### config.mk
export PLATFORM = sky130hd
export DESIGN_NAME = tlul_src_table
export DESIGN_NICKNAME = d
export VERILOG_FILES = /design/src/rtl/tlul_pkg.sv /design/src/rtl/tlul_src_table.sv
export SDC_FILE = /design/constraint.sdc
export NUM_CORES = 1
export LEC_CHECK = 0
export CORE_ASPECT_RATIO = 1.2
export CORE_MARGIN = 4
export CORE_UTILIZATION = 30
export CTS_CLUSTER_SIZE = 14
export DETAILED_ROUTE_END_ITERATION = 7
export GPL_ROUTABILITY_DRIVEN = 0
export PLACE_DENSITY_LB_ADDON = 0.1
export SYNTH_ARGS = -nofsm -noshare
export SYNTH_HDL_FRONTEND = slang
export SYNTH_SLANG_ARGS = --single-unit
### constraint.sdc
create_clock -name clk -period 7.7 [get_ports clk]
set_input_delay 1.54 -clock clk [delete_from_list [all_inputs] [get_ports clk]]
set_output_delay 1.54 -clock clk [all_outputs]
set_load 0.02 [all_outputs]
### src/rtl/tlul_pkg.sv
// Shared TL-UL constants for the passive protocol checker: opcodes,
// violation bit positions and the A-to-D opcode pairing rule.
package tlul_pkg;

  localparam logic [2:0] OP_PUT_FULL        = 3'd0;
  localparam logic [2:0] OP_PUT_PARTIAL     = 3'd1;
  localparam logic [2:0] OP_GET             = 3'd4;
  localparam logic [2:0] OP_ACCESS_ACK      = 3'd0;
  localparam logic [2:0] OP_ACCESS_ACK_DATA = 3'd1;

  localparam int NUM_ERR = 8;

  typedef enum logic [2:0] {
    ERR_A_UNSTABLE       = 3'd0,
    ERR_D_UNSTABLE       = 3'd1,
    ERR_A_BAD_OPCODE     = 3'd2,
    ERR_A_SRC_BUSY       = 3'd3,
    ERR_D_UNEXPECTED     = 3'd4,
    ERR_D_OPCODE_MISMATCH = 3'd5,
    ERR_D_SIZE_MISMATCH  = 3'd6,
    ERR_A_BAD_SIZE       = 3'd7
  } err_bit_e;

  function automatic logic is_legal_a_opcode(input logic [2:0] op);
    return (op == OP_PUT_FULL) || (op == OP_PUT_PARTIAL) || (op == OP_GET);
  endfunction

  function automatic logic [2:0] expected_d_opcode(input logic is_get);
    return is_get ? OP_ACCESS_ACK_DATA : OP_ACCESS_ACK;
  endfunction

endpackage

### src/rtl/tlul_src_table.sv
// Per-source outstanding request table. A retire and an allocate to the same
// source in one cycle leave the entry allocated (retire is applied first).
module tlul_src_table
  import tlul_pkg::*;
#(
  parameter int SRC_WIDTH  = 3,
  parameter int SIZE_WIDTH = 8,
  parameter int LAT_WIDTH  = 12,
  localparam int NUM_SRC   = 2**SRC_WIDTH
) (
  input  logic                  clk,
  input  logic                  rst,
  input  logic                  alloc_en,
  input  logic [SRC_WIDTH-1:0]  alloc_src,
  input  logic                  alloc_is_get,
  input  logic [SIZE_WIDTH-1:0] alloc_size,
  input  logic [LAT_WIDTH-1:0]  alloc_stamp,
  input  logic                  retire_en,
  input  logic [SRC_WIDTH-1:0]  retire_src,
  input  logic [SRC_WIDTH-1:0]  rd_src,
  output logic                  rd_is_get,
  output logic [SIZE_WIDTH-1:0] rd_size,
  output logic [LAT_WIDTH-1:0]  rd_stamp,
  output logic [NUM_SRC-1:0]    valid_vec,
  output logic [SRC_WIDTH:0]    count
);

  logic [NUM_SRC-1:0]    valid_q;
  logic [NUM_SRC-1:0]    is_get_q;
  logic [SIZE_WIDTH-1:0] size_q  [NUM_SRC];
  logic [LAT_WIDTH-1:0]  stamp_q [NUM_SRC];

  always_ff @(posedge clk or posedge rst) begin
    if (rst) begin
      valid_q  <= '0;
      is_get_q <= '0;
      for (int i = 0; i < NUM_SRC; i++) begin
        size_q[i]  <= '0;
        stamp_q[i] <= '0;
      end
    end else begin
      if (retire_en) begin
        valid_q[retire_src] <= 1'b0;
      end
      if (alloc_en) begin
        valid_q[alloc_src]  <= 1'b1;
        is_get_q[alloc_src] <= alloc_is_get;
        size_q[alloc_src]   <= alloc_size;
        stamp_q[alloc_src]  <= alloc_stamp;
      end
    end
  end

  assign rd_is_get = is_get_q[rd_src];
  assign rd_size   = size_q[rd_src];
  assign rd_stamp  = stamp_q[rd_src];
  assign valid_vec = valid_q;

  always_comb begin
    count = '0;
    for (int i = 0; i < NUM_SRC; i++) begin
      count = count + (SRC_WIDTH+1)'(valid_q[i]);
    end
  end

endmodule

==> metrics.md, run 1 <==
| Metric | Value |
|---|---|
| Status | `complete, no violations` |
| Hold depth | `1` |
| Area of the core | `27000 sq um` |
| Path depth of the worst reg2reg path | `1` |
| Synth Net Count | `523` |
| Post-synthesis register bit count | `176` |
| Initial antenna violation count | `0` |
| Share of layout cells above drive strength 1 | `0.433` |
| Pre-CTS setup slack | `2080 ps` |
| Die X | `159 um` |
| CP delay by family, top | `buffers and inverters` |
| Hold violation count in the final report | `0` |
| DP Wirelength | `10800 um` |
| Syn Inst Count | `482` |
| Final setup margin | `2160 ps` |
| CP max FO | `25` |
| Total track usage | `0.128` |
| Pwr/cell area | `295 nW/um^2` |
| Nets | `589` |
| N_diodes | `0` |
| Maximum VDD drop | `0.131 mV` |
| Static leakage | `0.00412 uW` |
| Seq pwr share | `0.423` |
| Main area contributors after synthesis | `dfrtp_1 (54%), mux2_2 (25%), mux4_1 (9.6%)` |
| Fin Clk Skew | `0 ps` |
| Worst Tran Pin Value | `1010 ps` |
| CP Cell Sequence | `buf_2, buf_4, mux4_1, mux2_2, clkdlybuf4s50_1` |
| H-tree depth | `4` |
| Sw Ratio | `0.262` |
| Vias per cell | `4.91` |
| Largest net degree at the start of global routing | `111` |
| Post-CTS Setup Inserts | `0` |
| Hold crit path type | `reg2reg` |
| Top_reg_cell synth | `dfrtp_1` |
| Final Max Tran Viols | `0` |
| Synth async-reset ratio | `1.00` |
| CP Buf/Inv Count | `3` |
| GRT overflow | `0` |
| Wirelength, routed | `18500 um` |
| Crit. path cell count | `5` |
| Mapped Area | `8190 sq um` |
| CP Launch Type | `primary input` |
| Num rows | `66` |
| Sink Count | `176` |
| RSZ-0062 raised after global routing | `no` |
| Register area share after synthesis | `0.538` |
| Global-route wire length before repair | `29500 um` |
| WL/cell | `20.6 um` |
| Root buf cell | `clkbuf_16` |
| Post_cts resized | `0` |
| CP endpoint kind | `output port` |
| Vias in the first global route | `4913` |
| Max_slew headroom | `0.324` |
| Yosys top cell by area | `dfrtp_1` |
| Cell Count, Final, Fillers Out | `899` |
| Die area | `30000 sq um` |
| Synth-to-Final Area Change | `19.3%` |
| Via Count | `4412` |
| Hold buffers post-CTS | `0` |
| Worst reg2reg setup slack | `6920 ps` |
| CP max stage cell | `buf_2` |
| Post-synth EDFFs | `0` |
| Residual DRC | `0` |
| Clock network fraction of total power | `0.321` |
| Post-route ant nets | `0` |
| Die Y | `189 um` |
| Clk slew on worst S/H paths | `70 ps` |
| Longest Clk Path Bufs | `2` |
| Most common cell after layout, fill and taps aside | `mux2_2` |
| Data required time of the worst path | `6160 ps` |
| Final setup vio count | `0` |
| Num ports | `67` |
| Final TNS setup | `0 ps` |
| Placed Cells | `869` |
| TritonCTS clock tree | `done` |
| Pre-antenna DRT Iters | `4` |
| Num CTS Buffers | `17` |
| Count of cell types in the netlist | `29` |
| Final period util | `0.720` |
| Max Freq | `180 MHz` |
| CP max stage delay | `640 ps` |
| Initial Util | `0.303` |
| Critical path class | `in2out` |
| Top cell type's share of synthesized area | `0.538` |
| Layout Utilization | `0.362` |
| Syn_area_per_cell | `17.0 sq um` |
| CP Data Arrival Time | `4000 ps` |
| Total Power | `2890 uW` |
| Max_cap viols | `0` |
| Port Buffer Count | `66` |
| Synth warnings | `0` |
| Period minus WS final | `5540 ps` |
| Combinational power share | `0.256` |
| Total net switching power | `757 uW` |
| Initial detailed-routing violation count | `164` |
| Worst-Skew Late Latency | `410 ps` |
| Most frequent cells in the layout | `mux2_2 (185), dfrtp_1 (176), clkdlybuf4s50_1 (64)` |
| Power Internal | `2130 uW` |
cells in the mapped netlist, types with 2 or more instances:
| cell | count |
|---|---|
| dfrtp_1 | 176 |
| mux2_1 | 4 |
| clkbuf_1 | 2 |
| buf_2 | 18 |
| buf_8 | 2 |
| a21o_1 | 3 |
| buf_4 | 2 |
| mux4_1 | 30 |
| mux2_2 | 185 |
| ha_1 | 3 |
| and4b_1 | 3 |
| or4bb_1 | 2 |
| buf_6 | 3 |
| mux4_2 | 12 |
| and4bb_2 | 3 |
| inv_1 | 13 |
| o21ai_0 | 4 |
| fa_1 | 4 |
| nand4b_1 | 3 |
metal layers:
layer / GRT usage / routed length (um)
met3: 0.0259 / 381
met5: 0 / 0
met1: 0.155 / 8050
met2: 0.237 / 9970
met4: 0.0280 / 150
cells by family (layout without fill, tap and decap cells):
kind of cell | after synthesis | after routing | share of synthesized area
buf+inv | 41 | 118 | 0.0299
simple gates | 17 | 17 | 0.0211
mux | 231 | 231 | 0.389
compound gates | 9 | 9 | 0.00672
xor+xnor | 1 | 1 | 0.00107
fa+ha+maj | 7 | 7 | 0.0144
flops | 176 | 176 | 0.538
registers in the layout, summed over array words and instances (netlist names):
| name | count |
|---|---|
| is_get_q | 8 |
| valid_vec | 8 |
| size_q | 64 |
| stamp_q | 96 |
per-stage QoR:
| stage | area, sq um | hold slack, ps |
|---|---|---|
| after floorplan | 8190 | 449 |
| after global placement | 9150 | 466 |
| after detailed placement | 9150 | 475 |
| after CTS | 9770 | 491 |
| after global routing | 9770 | 502 |
| final | 9770 | 484 |
layout make-up:
class / count / area, sq um
fillers: 2536 / 17200
flip-flops and latches: 176 / 4400
multi-input cells: 265 / 3550
repair buffers: 75 / 718
clock buffers: 19 / 433
well taps: 340 / 425
clock inverters: 11 / 190
inverters: 13 / 53.8
path summary, 6_finish.rpt:
check,start,end
worst max-delay path,rd_src[0],rd_is_get
worst min-delay path,stamp_q[61],stamp_q[61]
worst max register to register,is_get_q[4],is_get_q[4]
worst min register to register,stamp_q[61],stamp_q[61]
max in group asynchronous,rst,size_q[46]
min in group asynchronous,rst,size_q[16]
power by group through the flow:
stage / Combinational [uW] / Clock (uW) / Sequential, uW
CTS: 758 / 953 / 1220
global placement: 738 / 0 / 1230
detailed placement: 754 / 0 / 1240
floorplan: 500 / 0 / 1210
global route: 809 / 992 / 1250
finish: 740 / 926 / 1220
(Power assumes the default switching activity.)
==> run 2, diff against run 1 <==
- clock period: 7.7 -> 5.35 ns (I/O delays scaled with it)
==> metrics.md, run 2 (same netlist as run 1, synthesis figures left out) <==
| Metric | Value |
|---|---|
| Num rows | `66` |
| Vias per cell | `4.96` |
| Critical path class | `reg2out` |
| Initial Util | `0.303` |
| N_diodes | `0` |
| Post_cts resized | `0` |
| RR Startpoint | `size_q[30]` |
| Sink Count | `176` |
| Final period util | `0.901` |
| Port Buffer Count | `66` |
| Biggest register | `stamp_q` |
| Total track usage | `0.132` |
| Initial antenna violation count | `0` |
| Largest net degree at the start of global routing | `114` |
| Vias in the first global route | `5118` |
| Pre-antenna DRT Iters | `4` |
| WL/cell | `21.2 um` |
| Final Max Tran Viols | `0` |
| Area of the core | `27000 sq um` |
| Synth-to-Final Area Change | `18.9%` |
| CP delay by family, top | `adder cells` |
| Total Power | `3990 uW` |
| CP Cell Sequence | `fa_1, inv_1, fa_1, fa_1, inv_1, ha_1, inv_1, fa_1, xnor2_1, clkdlybuf4s50_1` |
| Longest Clk Path Bufs | `2` |
| Most common cell after layout, fill and taps aside | `mux2_2` |
| Clk slew on worst S/H paths | `70 ps` |
| Die area | `30000 sq um` |
| Period minus WS final | `4820 ps` |
| Die X | `159 um` |
| Max Freq | `207 MHz` |
| Final setup vio count | `0` |
| TritonCTS clock tree | `done` |
| Crit path top cell by count | `fa_1` |
| Residual DRC | `0` |
| Root buf cell | `clkbuf_16` |
| Most frequent cells in the layout | `mux2_2 (185), dfrtp_1 (176), clkdlybuf4s50_1 (64)` |
| Hold buffers post-CTS | `0` |
| GRT overflow | `0` |
| Share of layout cells above drive strength 1 | `0.439` |
| CP Data Arrival Time | `3750 ps` |
| Largest registers | `stamp_q (96), size_q (64)` |
| Max_cap viols | `0` |
| Die Y | `189 um` |
| Via Count | `4477` |
| CP Buf/Inv Count | `4` |
| Status | `complete, no violations` |
| Data required time of the worst path | `4280 ps` |
| CP max FO | `3` |
| Hold crit path type | `reg2reg` |
| Number of flip-flops in the largest register | `96` |
| Global-route wire length before repair | `30500 um` |
| Hold violation count in the final report | `0` |
| DP Wirelength | `11400 um` |
| CP max stage delay | `620 ps` |
| Critical Path Source | `valid_vec[0]` |
| Max_slew headroom | `0.376` |
| Num CTS Buffers | `17` |
| Maximum VDD drop | `0.199 mV` |
| Post-CTS Setup Inserts | `0` |
| Final TNS setup | `0 ps` |
| Num ports | `67` |
| Initial detailed-routing violation count | `182` |
| Worst-Skew Late Latency | `410 ps` |
| CP endpoint kind | `output port` |
| H-tree depth | `4` |
| Min-delay src | `stamp_q[61]` |
| Post-route ant nets | `0` |
| Worst Tran Pin Value | `936 ps` |
| CP max stage cell | `clkdlybuf4s50_1` |
| Static leakage | `0.00410 uW` |
| Wirelength, routed | `19100 um` |
| Nets | `592` |
| CP Launch Type | `flop` |
| Fin Clk Skew | `0 ps` |
| Pwr/cell area | `410 nW/um^2` |
| RSZ-0062 raised after global routing | `no` |
run 2: worst paths after layout:
check,end,slack [ps],depth (start not counted)
max reg2reg,size_q[30],4570,1
max,count[2],530,10
min,stamp_q[61],490,1
min reg2reg,stamp_q[61],490,1
max in group asynchronous,size_q[40],3230,3
min in group asynchronous,stamp_q[64],1100,2
run 2: cell type report:
cell class / instances / area, sq um
repair buffers: 78 / 766
clock inverters: 12 / 101
clock buffers: 19 / 443
well taps: 340 / 425
inverters: 13 / 52.6
multi-input cells: 265 / 3550
fillers: 2541 / 17300
flip-flops and latches: 176 / 4400
run 2: report_power, final:
part           total (uW)  internal (uW)  switching [uW]
Clock                1170            617             549
Sequential           1760           1620             140
Combinational        1060            623             442
run 2: metrics by stage:
stage | cell area [sq um] | instances | worst slack [ps] | util | hold slack (ps)
CTS | 9740 | 903 | 478 | 0.361 | 492
global placement | 9200 | 872 | 977 | 0.341 | 464
finish | 9740 | 903 | 531 | 0.361 | 488
global route | 9740 | 903 | 355 | 0.361 | 501
floorplan | 8190 | 482 | 1330 | - | 449
detailed placement | 9200 | 872 | 964 | 0.341 | 470
run 2: routing by layer:
layer / up-vias / wire length, um / global-route usage
li1: 1964 / - / -
met3: 8 / 540 / 0.0303
met5: - / 0 / 0
met1: 2447 / 8500 / 0.168
met4: 0 / 141 / 0.0284
met2: 58 / 9960 / 0.232
==> run 3, diff against run 2 <==
- ABC_AREA: default -> 0
==> results of run 3 <==
Same layout as run 2: the final DEF is identical, and so are final timing and power.
